$ cat config.mk
export PLATFORM = sky130hd
export DESIGN_NAME = pipe_ex_2
export DESIGN_NICKNAME = d
export VERILOG_FILES = /design/src/rtl/pipe_ex_2_pkg.sv /design/src/rtl/pipe_ex_2_alu.sv /design/src/rtl/pipe_ex_2.sv
export SDC_FILE = /design/constraint.sdc
export NUM_CORES = 1
export LEC_CHECK = 0
export BUFFER_PORTS_ARGS = -buffer_cell sky130_fd_sc_hd__buf_4
export CAP_MARGIN = 20
export CELL_PAD_IN_SITES_DETAIL_PLACEMENT = 1
export CELL_PAD_IN_SITES_GLOBAL_PLACEMENT = 1
export CORE_AREA = 5 5 216 218
export DETAILED_ROUTE_END_ITERATION = 16
export DIE_AREA = 0 0 221 223
export PLACE_DENSITY_LB_ADDON = 0.05
export SLEW_MARGIN = 20
export SYNTH_ARGS = -nofsm -noshare
export SYNTH_HDL_FRONTEND = slang
export SYNTH_SLANG_ARGS = --single-unit
$ cat constraint.sdc
create_clock -name clk -period 17.89 [get_ports clk]
set_clock_uncertainty 0.2 [all_clocks]
set_input_delay 1.789 -clock clk [delete_from_list [all_inputs] [get_ports clk]]
set_output_delay 1.789 -clock clk [all_outputs]
set_load 0.02 [all_outputs]
$ cat src/rtl/pipe_ex_2_pkg.sv
// Shared widths and ALU function codes for the pipe_ex_2 datapath.
package pipe_ex_2_pkg;

  localparam int DEF_DATA_W = 16;
  localparam int DEF_ADDR_W = 8;

  localparam logic [3:0] ADD  = 4'd0;
  localparam logic [3:0] SUB  = 4'd1;
  localparam logic [3:0] MUL  = 4'd2;
  localparam logic [3:0] SELA = 4'd3;
  localparam logic [3:0] SELB = 4'd4;
  localparam logic [3:0] AND  = 4'd5;
  localparam logic [3:0] OR   = 4'd6;
  localparam logic [3:0] XOR  = 4'd7;
  localparam logic [3:0] NEGA = 4'd8;
  localparam logic [3:0] NEGB = 4'd9;
  localparam logic [3:0] SRA  = 4'd10;
  localparam logic [3:0] SLA  = 4'd11;

endpackage

$ cat src/rtl/pipe_ex_2_alu.sv
// Combinational function unit for the execute stage; all results wrap modulo 2^DATA_W.
module pipe_alu
  import pipe_ex_2_pkg::*;
#(
  parameter int DATA_W = DEF_DATA_W
) (
  input  logic [DATA_W-1:0] a,
  input  logic [DATA_W-1:0] b,
  input  logic [3:0]        func,
  output logic [DATA_W-1:0] result
);

  always_comb begin
    result = '0;
    case (func)
      ADD:     result = a + b;
      SUB:     result = a - b;
      MUL:     result = a * b;
      SELA:    result = a;
      SELB:    result = b;
      AND:     result = a & b;
      OR:      result = a | b;
      XOR:     result = a ^ b;
      NEGA:    result = ~a;
      NEGB:    result = ~b;
      // SRA is a logical shift despite its name
      SRA:     result = a >> 1;
      SLA:     result = a << 1;
      default: result = '0;
    endcase
  end

endmodule

$ cat src/rtl/pipe_ex_2.sv
// Four-stage read / execute / write-back / store ALU pipeline with a 16-entry
// register bank and a result memory. No stalls, forwarding or hazard checks.
module pipe_ex_2
  import pipe_ex_2_pkg::*;
#(
  parameter int DATA_W = DEF_DATA_W,
  parameter int ADDR_W = DEF_ADDR_W
) (
  input  logic              clk,
  input  logic              rst_n,
  output logic [DATA_W-1:0] Z,
  input  logic [3:0]        rs1,
  input  logic [3:0]        rs2,
  input  logic [3:0]        rd,
  input  logic [3:0]        func,
  input  logic [ADDR_W-1:0] addr
);

  logic [DATA_W-1:0] regbank [0:15];
  logic [DATA_W-1:0] mem     [0:(1<<ADDR_W)-1];

  logic [DATA_W-1:0] a12, b12;
  logic [3:0]        rd12, func12;
  logic [ADDR_W-1:0] addr12;
  logic              v12;

  logic [DATA_W-1:0] res23;
  logic [3:0]        rd23;
  logic [ADDR_W-1:0] addr23;
  logic              v23;

  logic [ADDR_W-1:0] addr34;
  logic              v34;

  logic [DATA_W-1:0] alu_res;

  pipe_alu #(.DATA_W(DATA_W)) u_alu (
    .a      (a12),
    .b      (b12),
    .func   (func12),
    .result (alu_res)
  );

  // Register reads use the pre-edge bank contents, so a write-back landing on
  // the same edge is not visible to the instruction being sampled.
  always_ff @(posedge clk) begin
    if (!rst_n) begin
      a12    <= '0;
      b12    <= '0;
      rd12   <= '0;
      func12 <= '0;
      addr12 <= '0;
      v12    <= 1'b0;
      res23  <= '0;
      rd23   <= '0;
      addr23 <= '0;
      v23    <= 1'b0;
      Z      <= '0;
      addr34 <= '0;
      v34    <= 1'b0;
      for (int k = 0; k < 16; k++) regbank[k] <= DATA_W'(k);
    end else begin
      a12    <= regbank[rs1];
      b12    <= regbank[rs2];
      rd12   <= rd;
      func12 <= func;
      addr12 <= addr;
      v12    <= 1'b1;

      res23  <= alu_res;
      rd23   <= rd12;
      addr23 <= addr12;
      v23    <= v12;

      if (v23) regbank[rd23] <= res23;
      Z      <= res23;
      addr34 <= addr23;
      v34    <= v23;
    end
  end

  // Memory is never cleared; a reset edge only suppresses the store.
  always_ff @(posedge clk) begin
    if (rst_n && v34) mem[addr34] <= Z;
  end

endmodule

==> metrics.md <==
| Metric | Value |
|---|---|
| Status | `finished, final reports clean` |
| Initial Util | `0.4903` |
| CP arrival | `between 6 and 7 ns` |
| Layout fillers | `around 4600` |
| Deepest clock path buffer count | `3` |
| Pwr Total | `about 2.1 mW` |
| Num CTS Buffers | `37` |
| Area Overhead vs Synth | `8.222%` |
| Clk_lat worst skew | `0.53 ns` |
| Count of state elements after synthesis | `334` |
| XOR/XNOR share of the synthesized area | `0.02575` |
| Routed len/inst | `roughly 25 um` |
| Clock slew at reported path FFs | `0.06 ns` |
| Fin crit share | `0.3777` |
| Total core area | `44700 sq um` |
| Vias in the first global route | `approximately 15000` |
| Antenna cells | `0` |
| # DRC | `0` |
| Worst R2R End | `res23[14]` |
| Total wire length | `between 60 and 70 mm` |
| CTS tree | `done` |
| Slew at the pin closest to its max-slew limit | `roughly 1.1 ns` |
| Max-Cap Viols | `0` |
| First-pass DRT Iterations | `5` |
| Number of synthesized flops with an enable pin | `approximately 260` |
| # rows | `about 80` |
| Violation count after the first detailed-routing iteration | `about 860` |
| Largest family of logic cells by synthesized area | `multiplexers` |
| GP Congestion | `0.8921` |
| Post-DRT Antenna Nets | `0` |
| I/O pin total | `42` |
| Final setup fails | `0` |
| Post-synth cell types | `slightly below 60` |
| Main flop type after synthesis | `edfxtp_1` |
| Share of layout cells above drive strength 1 | `0.1600` |
| Die width | `221 um` |
| Adder-cell area share of the yosys netlist | `0.1294` |
| Multi-input gate area | `11610 sq um` |
| Post-synthesis sequential area ratio | `0.4221` |
| Synth Cell Area | `21910 sq um` |
| Initial antenna violation count | `1` |
| CP Capture Point | `res23[14]` |
| Critical Path Source Type | `flop` |
| Slew headroom | `0.2381` |
| Largest net degree at the start of global routing | `65` |
| HPWL Detailed | `45.50 mm` |
| CTS sink count | `approximately 330` |
| Die area | `roughly 49000 sq um` |
| Flop2flop setup slack | `11.13 ns` |
| Crit path from | `b12[4]` |
| Syn. warnings | `0` |
| Max-slew violations | `0` |
| Pleak | `8.935 nW` |
| Pre-CTS setup slack | `~11 ns` |
| GRT Total Usage | `0.2449` |
| Clock Tree Root | `clkbuf_16` |
| Gr ovfl total | `0` |
| Post-route core utilization | `0.5306` |
| Post-synthesis compound-gate area fraction | `0.05527` |
| Fmax | `~0.15 GHz` |
| Vias per std cell | `5.866` |
| Commonest cells in the netlist | `287 x and2_1, 256 x edfxtp_1, 160 x mux4_2` |
| Tmin final | `6.757 ns` |
| Async S/R FF share, synth | `0` |
| # nets final | `1976` |
| Reg2Reg Depth | `20` |
| Kind of critical path | `reg2reg` |
| RSZ-0062 raised after global routing | `no` |
| Yosys top cell area share | `0.3508` |
| Cts hold-fix bufs | `0` |
| Final setup TNS | `0 ns` |
| PwrDens | `between 80 and 90 nW/um^2` |
| Class of the worst hold path | `reg2reg` |
| Resized Gates After CTS | `0` |
| Mapped Avg Cell Area | `roughly 12 sq um` |
| Post-synthesis mux area share | `0.1681` |
| H-tree Lvls | `2` |
| Count leader, synth | `and2_1` |
| Final worst slack | `~11 ns` |
| IO buf count | `33` |
| Hold Vio Cnt, Final | `0` |
| Synth Instances | `1816` |
| CP Max Fanout | `11` |
| Top cells by area, synth | `edfxtp_1 35%, mux4_2 16%, and2_1 8.2%` |
| CP Capture Type | `flop` |
| Die height | `between 200 and 250 um` |
| Worst EP required | `18.06 ns` |
| Register area | `9249 sq um` |
| Worst R2R Start | `b12[4]` |
| Routed vias | `14080` |
| Post-synthesis simple-gate area fraction | `0.1484` |
| First-pass GRT wire length | `93.51 mm` |
| Biggest area consumer among synthesized cells | `edfxtp_1` |
| Syn nets | `2020` |
| Post-CTS repair timing setup buffer count | `0` |
| Worst vdd ir | `between 0.07 and 0.08 mV` |
==> state kept, by name (all words and copies together), names as in the netlist, 4 cells and up <==
signal   cells
Z           16
rd12         4
res23       16
func12       4
a12         16
rd23         4
regbank    256
b12         16
==> routing by layer <==
metal	vias up	wire (um)	GRT usage
li1	6346	-	-
met1	7302	24830	0.3146
met2	331	31260	0.4437
met3	98	2423	0.02250
met4	2	1984	0.07363
met5	-	13	0
==> placed cells by master (no fill, tap or decap), types with 9 or more instances in the layout <==
| cell | n |
|---|---|
| and2_1 | 287 |
| xnor2_1 | 52 |
| a21oi_1 | 40 |
| nand2_1 | 102 |
| edfxtp_1 | 256 |
| clkbuf_1 | 9 |
| clkbuf_16 | 40 |
| nand3_1 | 10 |
| o21ai_2 | 13 |
| buf_4 | 47 |
| a31oi_1 | 11 |
| inv_1 | 149 |
| o21ai_0 | 30 |
| dfxtp_1 | 78 |
| mux4_2 | 160 |
| nand2b_1 | 18 |
| nor2_1 | 135 |
| ha_1 | 97 |
| fa_1 | 81 |
| a22oi_1 | 12 |
| clkinv_1 | 9 |
| a221oi_1 | 13 |
| or3_1 | 33 |
==> power breakdown <==
part,switching (mW),leakage (nW),internal (mW)
Clock,0.307,0.579,0.429
Sequential,0.0701,3.20,0.871
Combinational,0.242,5.15,0.184
==> worst max-delay path, cell delays in order (launching register included) <==
cell and delay, ns:
dfxtp_1 0.78, clkinv_1 0.58, nor2_1 0.29, fa_1 0.47, inv_1 0.09, fa_1 0.43, fa_1 0.50, fa_1 0.54
inv_1 0.05, fa_1 0.47, inv_1 0.05, fa_1 0.47, inv_1 0.04, ha_1 0.34, and3_1 0.17, a21oi_1 0.10
o21ai_0 0.14, o41ai_1 0.36, xnor2_1 0.17, a21oi_1 0.22, o22ai_1 0.11
==> metrics by stage <==
stage / area, sq um / hold slack, ns / cells
3_5_place_dp: 22540 / 0.2255 / 2333
3_3_place_gp: 22540 / 0.2143 / 2333
5_1_grt: 23720 / 0.2451 / 2400
2_1_floorplan: 21910 / 0.2119 / 1816
4_1_cts: 23720 / 0.2394 / 2400
6_report: 23720 / 0.2363 / 2400
==> cell families after synthesis <==
kind of cell | count (synthesis)
and+or+nand+nor | 613
muxes | 168
xor gates and xnor gates | 62
buffers and inverters | 284
adders and majority gates | 178
AOI/OAI and AO/OA | 177
DFF | 334
==> worst min-delay path by stage <==
stage / startpoint / cells past startpoint / slack (ns) / to
after floorplan: rd12[0] / 1 / 0.21 / rd23[0]
after global placement: rd12[2] / 1 / 0.21 / rd23[2]
after detailed placement: rd12[0] / 1 / 0.23 / rd23[0]
after CTS: rd12[2] / 1 / 0.24 / rd23[2]
after global routing: rd12[2] / 1 / 0.25 / rd23[2]
final: rd12[2] / 1 / 0.24 / rd23[2]
==> area by class of cell <==
type | instances | share of cell area
clock buffer | 50 | 0.04421
multi-input combinational | 1198 | 0.4896
tap | 600 | 0.03166
sequential | 334 | 0.3900
inverter | 154 | 0.02437
timing repair buffer | 47 | 0.01488
clock inverter | 17 | 0.005276
Note: power is estimated with default switching activity, not from simulation.
